`src/rtl/ghost_collision_ctrl_pkg.sv`:
```
// Shared screen geometry, default sizing and FSM state encodings for the
// ghost collision controller.
package ghost_collision_ctrl_pkg;

    localparam int WIDTH_LOG2     = 10;
    localparam int HEIGHT_LOG2    = 9;
    localparam int NUM_GHOSTS_DEF = 4;
    localparam int TILE_DEF       = 20;

    typedef enum logic [1:0] {
        S_PLAY    = 2'd0,
        S_FREEZE  = 2'd1,
        S_RESPAWN = 2'd2,
        S_OVER    = 2'd3
    } state_t;

endpackage

```
`src/rtl/ghost_collision_ctrl_tile_overlap.sv`:
```
// Combinational contact test between the player and one ghost: both axis
// distances must be strictly below one tile.
module ghost_collision_ctrl_tile_overlap
    import ghost_collision_ctrl_pkg::*;
#(
    parameter int TILE = TILE_DEF
)
(
    input  logic [WIDTH_LOG2-1:0]  player_x,
    input  logic [HEIGHT_LOG2-1:0] player_y,
    input  logic [WIDTH_LOG2-1:0]  ghost_x,
    input  logic [HEIGHT_LOG2-1:0] ghost_y,
    output logic                   contact
);

    localparam logic [WIDTH_LOG2-1:0]  TILE_X = WIDTH_LOG2'(TILE);
    localparam logic [HEIGHT_LOG2-1:0] TILE_Y = HEIGHT_LOG2'(TILE);

    logic [WIDTH_LOG2-1:0]  dx_s;
    logic [HEIGHT_LOG2-1:0] dy_s;

    // Larger operand is always the minuend, so the distance never wraps.
    always_comb begin
        if (player_x >= ghost_x) begin
            dx_s = player_x - ghost_x;
        end else begin
            dx_s = ghost_x - player_x;
        end
        if (player_y >= ghost_y) begin
            dy_s = player_y - ghost_y;
        end else begin
            dy_s = ghost_y - player_y;
        end
        contact = (dx_s < TILE_X) && (dy_s < TILE_Y);
    end

endmodule

```
`src/rtl/ghost_collision_ctrl.sv`:
```
// Player/ghost collision controller: registers per-ghost contact, charges one
// life per accepted hit, freezes play, respawns ghosts and latches game-over.
module ghost_collision_ctrl
    import ghost_collision_ctrl_pkg::*;
#(
    parameter int NUM_GHOSTS    = NUM_GHOSTS_DEF,
    parameter int TILE          = TILE_DEF,
    parameter int START_LIVES   = 3,
    parameter int FREEZE_CYCLES = 25_000_000
)
(
    input  logic                              clk,
    input  logic                              reset,
    input  logic [WIDTH_LOG2-1:0]             player_x,
    input  logic [HEIGHT_LOG2-1:0]            player_y,
    input  logic [NUM_GHOSTS*WIDTH_LOG2-1:0]  ghost_x,
    input  logic [NUM_GHOSTS*HEIGHT_LOG2-1:0] ghost_y,
    input  logic                              restart,
    output logic                              hit,
    output logic [$clog2(NUM_GHOSTS)-1:0]     hit_ghost,
    output logic [2:0]                        lives,
    output logic                              freeze,
    output logic                              ghost_reset_n,
    output logic                              game_over
);

    localparam int              CW         = $clog2(FREEZE_CYCLES);
    localparam int              GW         = $clog2(NUM_GHOSTS);
    localparam logic [CW-1:0]   CNT_LOAD   = CW'(FREEZE_CYCLES - 1);
    localparam logic [2:0]      LIVES_INIT = 3'(START_LIVES);

    logic [NUM_GHOSTS-1:0] contact_s;
    logic [NUM_GHOSTS-1:0] contact_r;
    logic [GW-1:0]         first_s;
    state_t                state_r;
    logic [CW-1:0]         cnt_r;

    for (genvar g = 0; g < NUM_GHOSTS; g++) begin : g_overlap
        ghost_collision_ctrl_tile_overlap #(
            .TILE (TILE)
        ) u_overlap (
            .player_x (player_x),
            .player_y (player_y),
            .ghost_x  (ghost_x[g*WIDTH_LOG2 +: WIDTH_LOG2]),
            .ghost_y  (ghost_y[g*HEIGHT_LOG2 +: HEIGHT_LOG2]),
            .contact  (contact_s[g])
        );
    end

    // Registers the contact vector; the FSM only ever looks at this copy.
    always_ff @(posedge clk or negedge reset) begin
        if (!reset) begin
            contact_r <= {NUM_GHOSTS{1'b0}};
        end else begin
            contact_r <= contact_s;
        end
    end

    // Lowest-index colliding ghost; scanning downwards lets low indices win.
    always_comb begin
        first_s = {GW{1'b0}};
        for (int i = NUM_GHOSTS - 1; i >= 0; i--) begin
            if (contact_r[i]) begin
                first_s = GW'(i);
            end else begin
                first_s = first_s;
            end
        end
    end

    // Game FSM with all outputs registered.
    always_ff @(posedge clk or negedge reset) begin
        if (!reset) begin
            state_r       <= S_PLAY;
            cnt_r         <= {CW{1'b0}};
            hit           <= 1'b0;
            hit_ghost     <= {GW{1'b0}};
            lives         <= LIVES_INIT;
            freeze        <= 1'b0;
            ghost_reset_n <= 1'b1;
            game_over     <= 1'b0;
        end else begin
            hit <= 1'b0;
            case (state_r)
                S_PLAY: begin
                    freeze        <= 1'b0;
                    ghost_reset_n <= 1'b1;
                    game_over     <= 1'b0;
                    if (|contact_r) begin
                        hit       <= 1'b1;
                        hit_ghost <= first_s;
                        cnt_r     <= CNT_LOAD;
                        freeze    <= 1'b1;
                        // Last life: clamp at zero and stay frozen until restart.
                        if (lives <= 3'd1) begin
                            lives     <= 3'd0;
                            game_over <= 1'b1;
                            state_r   <= S_OVER;
                        end else begin
                            lives   <= lives - 3'd1;
                            state_r <= S_FREEZE;
                        end
                    end else begin
                        state_r <= S_PLAY;
                    end
                end
                S_FREEZE: begin
                    freeze <= 1'b1;
                    if (cnt_r == {CW{1'b0}}) begin
                        ghost_reset_n <= 1'b0;
                        state_r       <= S_RESPAWN;
                    end else begin
                        cnt_r   <= cnt_r - {{(CW-1){1'b0}}, 1'b1};
                        state_r <= S_FREEZE;
                    end
                end
                S_RESPAWN: begin
                    freeze        <= 1'b0;
                    ghost_reset_n <= 1'b1;
                    state_r       <= S_PLAY;
                end
                S_OVER: begin
                    if (restart) begin
                        lives         <= LIVES_INIT;
                        ghost_reset_n <= 1'b0;
                        freeze        <= 1'b0;
                        game_over     <= 1'b0;
                        state_r       <= S_PLAY;
                    end else begin
                        freeze    <= 1'b1;
                        game_over <= 1'b1;
                        state_r   <= S_OVER;
                    end
                end
                default: begin
                    freeze        <= 1'b0;
                    ghost_reset_n <= 1'b1;
                    game_over     <= 1'b0;
                    cnt_r         <= {CW{1'b0}};
                    state_r       <= S_PLAY;
                end
            endcase
        end
    end

endmodule

```
`config.mk`:
```
export PLATFORM = sky130hd
export DESIGN_NAME = ghost_collision_ctrl
export DESIGN_NICKNAME = d
export VERILOG_FILES = /design/src/rtl/ghost_collision_ctrl_pkg.sv /design/src/rtl/ghost_collision_ctrl_tile_overlap.sv /design/src/rtl/ghost_collision_ctrl.sv
export SDC_FILE = /design/constraint.sdc
export NUM_CORES = 1
export LEC_CHECK = 0
export ABC_CLOCK_PERIOD_IN_PS = 3200
export CORE_MARGIN = 2
export CORE_UTILIZATION = 30
export CTS_CLUSTER_SIZE = 16
export DETAILED_ROUTE_END_ITERATION = 7
export SLEW_MARGIN = 30
export SYNTH_ARGS = -nofsm -noshare
export SYNTH_HDL_FRONTEND = slang
export SYNTH_SLANG_ARGS = --single-unit
```
`constraint.sdc`:
```
create_clock -name clk -period 3.2 [get_ports clk]
set_input_delay 0.64 -clock clk [delete_from_list [all_inputs] [get_ports clk]]
set_output_delay 0.64 -clock clk [all_outputs]
set_load 0.05 [all_outputs]
```
==> results of run 1 <==
[cells in the mapped netlist (all sizes together), types with 11 or more instances]
cell type	instances	area [um2]
nor3	46	230
dfrtp	37	926
nor2b	28	175
nand2b	12	75.1
a21o	19	143
a211oi	23	173
o21a	13	97.6
nand2	56	213
o21ai	65	325
nand3	19	108
inv	120	450
mux2i	11	110
ha	151	1890
nand4	11	68.8
or3	17	108
clkbuf	30	113
or2	17	106
nor4	13	111
nor2	82	315
xnor2	17	149
a21oi	84	420
xor2	25	219
[state kept, by name, indices dropped and copies added, names as in the netlist]
register / flops
hit: 1
lives: 3
game_over: 1
contact_r: 4
hit_ghost: 2
cnt_r: 25
freeze: 1
ghost_reset_n: 1
state_r: 2
[power by group]
group	switching [uW]	total [uW]	leakage (uW)	internal (uW)
sequential	154	849	0.000469	695
clock	216	586	0.0000804	371
combinational	1150	2170	0.00453	1020
total	1510	3600	0.00508	2090
[what timing repair did]
action,in CTS,in global routing
gates resized for setup,6,40
pin swaps,5,10
cloned,0,0
setup endpoints to repair,1,4
setup buffers,1,1
[worst min-delay path by stage]
| stage | slack [ps] | depth (start not counted) | start | endpoint |
|---|---|---|---|---|
| 2_1_floorplan | 340 | 0 | reset | cnt_r[0] |
| 3_3_place_gp | 470 | 2 | ghost_reset_n | ghost_reset_n |
| 3_5_place_dp | 480 | 2 | ghost_reset_n | ghost_reset_n |
| 4_1_cts | 490 | 2 | ghost_reset_n | ghost_reset_n |
| 5_1_grt | 370 | 1 | reset | lives[2] |
| 6_report | 330 | 1 | reset | game_over |
[kinds of logic (layout without fill, tap and decap cells)]
family / after synthesis / count (layout) / synth area share [%]
AO/OA/AOI/OAI: 293 / 293 / 24.9
XOR/XNOR: 42 / 42 / 4.80
adder cells (fa/ha/maj): 151 / 151 / 24.7
buffers and inverters: 154 / 405 / 7.64
flip-flops: 40 / 40 / 13.1
multiplexers: 12 / 12 / 1.58
AND/OR/NAND/NOR: 336 / 336 / 23.3
[critical path: cells and delay by family]
family | cells | cell delay (ps)
compound gates | 6 | 880
mux | 1 | 120
fa+ha+maj | 1 | 290
buf+inv | 4 | 890
simple gates | 1 | 500
[layout make-up]
class	instances	area share, %
clock buffer	5	1.17
clock inverter	3	0.434
inverter	120	4.23
multi-input combinational	834	58.6
sequential	40	9.42
tap	330	3.87
timing repair buffer	277	22.2
[routing by layer]
layer	routed length, um	track usage [%]	vias up
met1	10700	21.8	3701
met2	10500	29.0	173
met5	0	0	-
met4	398	3.63	0
met3	739	1.16	25
li1	-	-	4191
[stage by stage]
step	instance area, um2	setup slack [ps]
after floorplan	7660	379
after global placement	10300	-305
after detailed placement	10300	-404
after CTS	10500	3.17
after global routing	10700	1.87
final	10700	91.7
==> flow_summary_export.csv, run 1 <==
group,metric,value,unit
setup_path,required,3430,ps
layout,nFillCells,2553,
power,irDropWorstVdd,0.000316,V
setup_path,reg2reg_from,"cnt_r[11]",
drt,drc_errors,0,
run,cap_violations,0,
grt,grt_pass1_vias,7673,
power,p_leak,0.00508,uW
yosys,syn-instance-count,1028,
cts,cts_buffer_depth,2,
layout,fin_util,42.5,%
timing,setup-violations-final,0,
yosys,synth-seq-cells,40,
setup_path,r2r_slack,450,ps
grt,grt_pass1_wl,36100,um
yosys,synth_edf_count,0,
timing,timing.final.max_slew_violations,0,
floorplan,coreArea,0.0251,mm2
yosys,synth_cell_types,76,
drt,ant_nets,0,
yosys,async_reset_ff_share,100,%
cts,cts.sinks,40,
timing,holdWs,332,ps
drt,wl,22300,um
yosys,ys.flop_type,"dfrtp_1",
drt,routed_via_density,5.03,
cts,postCtsHoldBufs,0,
floorplan,start_util,30.5,%
floorplan,fp.dieArea,0.0268,mm2
grt,antenna_found_initial,0,
setup_path,crit_end,"contact_r[0]",
layout,final_cell_mix,"170 x buf_4, 146 x ha_1, 117 x inv_1",
floorplan,die_h,164,um
drt,dr.pass1.iters,5,
layout,final_common_cell,"buf_4",
yosys,syn_avg_cell_area,7.45,um2
setup_path,critPathKind,"primary input to register",
setup_path,critPathArrivalTime,3340,ps
cts,numCtsBuffers,5,
timing,hold_viol,0,
cts,htreeDepth,2,
setup_path,cp_cell_sequence,"clkdlybuf4s50_1 > inv_1 > buf_12 > ha_1 > o21a_1 > o31a_1 > o41ai_2 > buf_4 > o21bai_1 > mux2i_1 > or4_1 > o41ai_1 > o211a_1",
setup_path,start_kind,"primary input",
placement,gp_congestion,0.872,
floorplan,die_x,164,um
drt,wire_per_inst,13.9,um
cts,insertion_delay,290,ps
cts,clkSlewWorstSetupHoldPaths,60,ps
timing,period_needed,3110,ps
timing,period_share,97.1,%
grt,grt_max_degree,41,
layout,drive_above_1_share,19.4,%
timing,skew,6.94,ps
layout,syn2layout_area_growth,39.1,%
timing,worst_pin_slew,625,ps
layout,layout.nets,1527,
layout,fin_cells,1609,
cts,root_buffer,"clkbuf_16",
placement,numPortBuffers,106,
timing,setup_tns,0,ps
layout,num_antenna_cells,0,
placement,dp_cells,1599,
timing,slew_headroom,58.2,%
grt,grtUsageTotal,16.4,%
setup_path,startpoint,"player_x[2]",
floorplan,rows,58,
timing,rsz0062_at_grt,"false",
run_status,status,"finished clean",
setup_path,r2r_end,"cnt_r[18]",
setup_path,cp_max_fo,3,
yosys,ys_seq_area_share,13.1,%
timing,fmax,322,MHz
floorplan,io_pins,107,
yosys,yosys_warnings,0,
yosys,syn-num-nets,1277,
placement,dp_hpwl,19100,um
setup_path,max_stage_delay,500,ps
cts,cts_tree,"done",
setup_path,setup.worst_path.end_class,"register",
power,p_per_area,338,mW/mm2
layout,seqCellArea,0.00100,mm2
setup_path,slowest_stage,"or4_1",
drt,drtIter0Drc,339,
yosys,syn-cell-area,0.00766,mm2
layout,multi_input_area,0.00625,mm2
power,p_total,3600,uW
drt,num_vias,8090,
worst_hold_path,hold_class,"primary input to asynchronous set/reset pin",
grt,grt.overflow.total,0,
setup_path,rr_worst_depth,8,
No activity file was read; power rests on OpenSTA's default activity.
==> run 2, diff against run 1 <==
- REMOVE_ABC_BUFFERS: not set -> 1
==> run 2 against run 1 <==
Hold slack improved by 7.7 ps. Utilization rose by 0.78 points. Clock skew fell by 0.84 ps. Wire length rose by 4.4%. Global-route usage rose by 0.56 points. Largest cell class unchanged. Highest routed layer unchanged. Non-clock buffer count rose by 13.
==> flow_summary_export.csv, run 2 (synthesized netlist as in run 1, its figures left out) <==
group,metric,value,unit
drt,drtIter0Drc,406,
layout,syn2layout_area_growth,41.7,%
setup_path,required,3420,ps
layout,final_common_cell,"buf_4",
run_status,status,"finished clean",
grt,grt.overflow.total,0,
layout,final_cell_area,0.0109,mm2
cts,cts_buffer_depth,2,
placement,place_ws,-351,ps
floorplan,start_util,30.5,%
floorplan,die_x,164,um
cts,numCtsBuffers,5,
timing,period_share,97.6,%
worst_hold_path,hold_class,"primary input to asynchronous set/reset pin",
layout,drive_above_1_share,21.2,%
floorplan,die_h,164,um
timing,timing.final.max_slew_violations,0,
setup_path,setup.worst_path.end_class,"register",
layout,layout.nets,1540,
layout,fin_util,43.2,%
timing,fin_ws,77.2,ps
grt,grtUsageTotal,16.9,%
drt,drc_errors,0,
layout,multi_input_area,0.00637,mm2
drt,num_vias,8234,
cts,clkSlewWorstSetupHoldPaths,60,ps
floorplan,io_pins,107,
timing,skew,6.11,ps
timing,setup-violations-final,0,
grt,antenna_found_initial,0,
setup_path,start_kind,"primary input",
placement,numPortBuffers,106,
drt,ant_nets,0,
power,p_per_area,338,mW/mm2
cts,cts.sinks,40,
layout,top_register,"cnt_r",
timing,worst_pin_slew,615,ps
power,irDropWorstVdd,0.000341,V
drt,wire_per_inst,14.4,um
grt,grt_max_degree,41,
setup_path,critPathArrivalTime,3340,ps
layout,nFillCells,2589,
placement,gp_congestion,0.880,
floorplan,coreArea,0.0251,mm2
timing,period_needed,3120,ps
grt,grt_pass1_wl,37500,um
placement,place_area,0.0104,mm2
drt,wl,23300,um
setup_path,critPathKind,"primary input to register",
cts,insertion_delay,280,ps
timing,fmax,320,MHz
layout,largest_register_ffs,25,
grt,grt_pass1_vias,7727,
cts,htreeDepth,2,
timing,slew_headroom,58.9,%
power,p_total,3660,uW
timing,setup_tns,0,ps
run,cap_violations,0,
floorplan,rows,58,
drt,routed_via_density,5.08,
drt,dr.pass1.iters,5,
power,p_leak,0.00516,uW
setup_path,cp_max_fo,4,
layout,num_antenna_cells,0,
placement,dp_hpwl,19400,um
timing,hold_viol,0,
setup_path,rr_worst_depth,8,
floorplan,fp.dieArea,0.0268,mm2
layout,final_cell_mix,"184 x buf_4, 141 x ha_1, 116 x inv_1",
layout,seqCellArea,0.00100,mm2
cts,cts_tree,"done",
layout,biggestRegsByFlops,"cnt_r (25), contact_r (4), lives (3)",
cts,root_buffer,"clkbuf_16",
==> run 2: cell types whose count changed in the layout (fill, tap and decap cells not counted), moves of 2 or more <==
cell and change:
buf_4 +14, nor4_1 -2, nor4_2 +2, a211oi_1 -3
ha_1 -5, buf_12 -2, ha_4 +4, a211oi_2 +3
==> run 2: area by class of cell <==
type,instances,area share (%)
clock buffers,5,1.15
clock inverters,3,0.426
inverters,120,4.15
multi-input cells,834,58.7
flip-flops and latches,40,9.26
well taps,330,3.80
repair buffers,290,22.5
==> run 2: path summary, 6_finish.rpt <==
kind,from,to,slack (ps)
max in group asynchronous,reset,cnt_r[13],2490
worst min-delay path,reset,contact_r[0],340
worst max-delay path,player_x[7],contact_r[2],80
min in group clk,ghost_reset_n,ghost_reset_n,490
worst max register to register,cnt_r[11],cnt_r[18],440
worst min register to register,ghost_reset_n,ghost_reset_n,490
==> run 2: metrics by stage <==
step / hold WS [ps] / std cells
after floorplan: 344 / 994
after global placement: 471 / 1613
after detailed placement: 480 / 1613
after CTS: 489 / 1621
after global routing: 372 / 1622
final: 340 / 1622
==> run 2: critical path, cell delays in order <==
cell and delay, ps:
clkdlybuf4s50_1 520, inv_1 150, ha_1 330, a21o_1 190
a21oi_2 160, nand2_1 90, o31a_1 360, or4_1 510
o311ai_0 130, and4b_1 260
==> run 2: power by group <==
| part | switching (uW) | internal, uW | total [uW] |
|---|---|---|---|
| Sequential | 158 | 695 | 853 |
| Clock | 214 | 371 | 585 |
| Combinational | 1180 | 1050 | 2230 |
==> run 2: per-layer routing <==
layer | up-vias | global-route usage [%] | part of all wire [%]
met5 | - | 0 | 0
met4 | 0 | 3.03 | 1.5
met3 | 24 | 1.26 | 3.8
met2 | 196 | 29.1 | 46
met1 | 3798 | 23.4 | 48
li1 | 4216 | - | -
==> run 2: timing repair <==
item / in CTS / in global routing
gates resized for setup: 5 / 56
endpoints found under the setup margin: 3 / 4
setup buffers: 0 / 1
pin swaps: 0 / 19
hold buffers: 0 / 0
==> run 3, diff against run 2 <==
- ABC_CLOCK_PERIOD_IN_PS: 3200 -> not set
- SETUP_SLACK_MARGIN: not set -> 0.05
==> run 3 against run 2 <==
Sequential share of layout area down 0.13 points. Wire length up 0.69%. Non-clock buffer count up 3. Sequential power about the same. Via count down 0.11%. Utilization up 0.62 points. Die area unchanged. Clock power about the same. Final cell count up 0.18%.
==> flow_summary_export.csv, run 3 (synthesized netlist as in run 1, its figures left out) <==
group,metric,value,unit
setup_path,setup.worst_path.end_class,"register",
placement,gp_congestion,0.880,
cts,postCtsHoldBufs,0,
timing,skew,6.32,ps
floorplan,start_util,30.5,%
cts,insertion_delay,280,ps
drt,wire_per_inst,14.4,um
layout,nFillCells,2574,
grt,grt.overflow.total,0,
grt,grt_pass1_vias,7781,
timing,hold_viol,0,
setup_path,cp_cell_sequence,"clkdlybuf4s50_1 > ha_4 > nor2b_1 > o21a_1 > o31a_1 > buf_4 > o21ai_0 > a21oi_1 > a41o_1 > a32oi_2 > a2111oi_2",
layout,drive_above_1_share,22.8,%
run,cap_violations,0,
timing,fin_ws,114,ps
timing,slew_headroom,59.4,%
drt,num_vias,8225,
timing,setup_tns,0,ps
timing,setup-violations-final,0,
floorplan,io_pins,107,
setup_path,cp_max_fo,4,
layout,biggestRegsByFlops,"cnt_r (25), contact_r (4), lives (3)",
setup_path,max_stage_delay,540,ps
layout,final_cell_area,0.0110,mm2
setup_path,crit_family,"compound AO/OA/AOI/OAI gates",
setup_path,cp_num_buf_inv,2,
power,irDropWorstVdd,0.000341,V
worst_hold_path,hold_class,"primary input to asynchronous set/reset pin",
layout,final_cell_mix,"188 x buf_4, 137 x ha_1, 113 x inv_1",
layout,final_common_cell,"buf_4",
timing,worst_pin_slew,606,ps
floorplan,rows,58,
power,p_per_area,337,mW/mm2
drt,ant_nets,0,
layout,largest_register_ffs,25,
cts,root_buffer,"clkbuf_16",
setup_path,critPathArrivalTime,3240,ps
placement,numPortBuffers,106,
drt,wl,23500,um
setup_path,required,3350,ps
power,p_leak,0.00522,uW
cts,cts_buffer_depth,2,
timing,rsz0062_at_grt,"true",
floorplan,fp.dieArea,0.0268,mm2
cts,clkSlewWorstSetupHoldPaths,60,ps
drt,dr.pass1.iters,5,
cts,htreeDepth,2,
timing,holdWs,338,ps
drt,drc_errors,0,
timing,period_share,96.4,%
setup_path,slowest_stage,"clkdlybuf4s50_1",
layout,num_antenna_cells,0,
floorplan,coreArea,0.0251,mm2
grt,antenna_found_initial,0,
drt,drtIter0Drc,442,
power,p_total,3710,uW
grt,grtUsageTotal,17.1,%
timing,period_needed,3090,ps
floorplan,die_h,164,um
drt,routed_via_density,5.06,
layout,layout.nets,1543,
layout,top_register,"cnt_r",
timing,timing.final.max_slew_violations,0,
cts,numCtsBuffers,5,
placement,place_area,0.0104,mm2
grt,grt_max_degree,41,
setup_path,critPathKind,"primary input to register",
cts,cts.sinks,40,
grt,grt_pass1_wl,37800,um
timing,fmax,324,MHz
placement,place_ws,-351,ps
run_status,status,"finished clean",
placement,dp_hpwl,19400,um
setup_path,start_kind,"primary input",
cts,cts_tree,"done",
layout,syn2layout_area_growth,43.7,%
floorplan,die_x,164,um
==> run 3: worst paths after layout <==
kind                                from            end  slack (ps)  depth (start not counted)
setup / recovery             ghost_y[10]   contact_r[1]         110                         11
hold reg to reg            ghost_reset_n  ghost_reset_n         490                          2
max in group asynchronous          reset      cnt_r[13]        2490                          1
hold / removal                     reset   contact_r[0]         340                          1
setup reg to reg               cnt_r[11]      cnt_r[18]         440                          8
min in group clk           ghost_reset_n  ghost_reset_n         490                          2
==> run 3: repair_timing <==
action | CTS | global route
setup endpoints to repair | 4 | 4
resized for setup | 14 | 77
endpoints found under the hold margin | 0 | 0
pin swaps | 3 | 24
cloned | 0 | 0
buffers inserted | 0 | 4
==> run 3: cell type report <==
class | count | area, um2 | area share, %
Multi-Input combinational cell | 834 | 6500 | 59.0
Clock inverter | 3 | 46.3 | 0.420
Clock buffer | 5 | 125 | 1.14
Timing Repair Buffer | 293 | 2470 | 22.4
Tap cell | 330 | 413 | 3.75
Inverter | 120 | 453 | 4.11
Sequential cell | 40 | 1000 | 9.12
==> run 3: report_power, final <==
part / leakage (uW) / switching [uW] / internal, uW
combinational: 0.00467 / 1200 / 1080
sequential: 0.000469 / 157 / 695
clock: 0.0000804 / 213 / 371
total: 0.00522 / 1570 / 2140
==> run 3: worst reg2reg max path, stage by stage (launching register included) <==
cell	delay [ps]
dfrtp_1	390
or4_4	550
or4_4	480
nor4_4	410
nor2_4	140
nand3_4	140
or2_1	280
or3_1	150
nand3_1	70
==> run 3: stage by stage <==
step	std cells	utilization (%)
floorplan	994	-
global placement	1613	41.3
detailed placement	1613	41.3
CTS	1621	42.3
global route	1625	43.9
finish	1625	43.9
==> run 3: per-layer routing <==
layer  vias to the layer above  global-route usage, %  wire, um
met5                         -                      0         0
met4                         0                   3.27       346
met3                        24                   1.31       852
met2                       177                   29.4     10900
met1                      3806                   23.5     11400
li1                       4218                      -         -
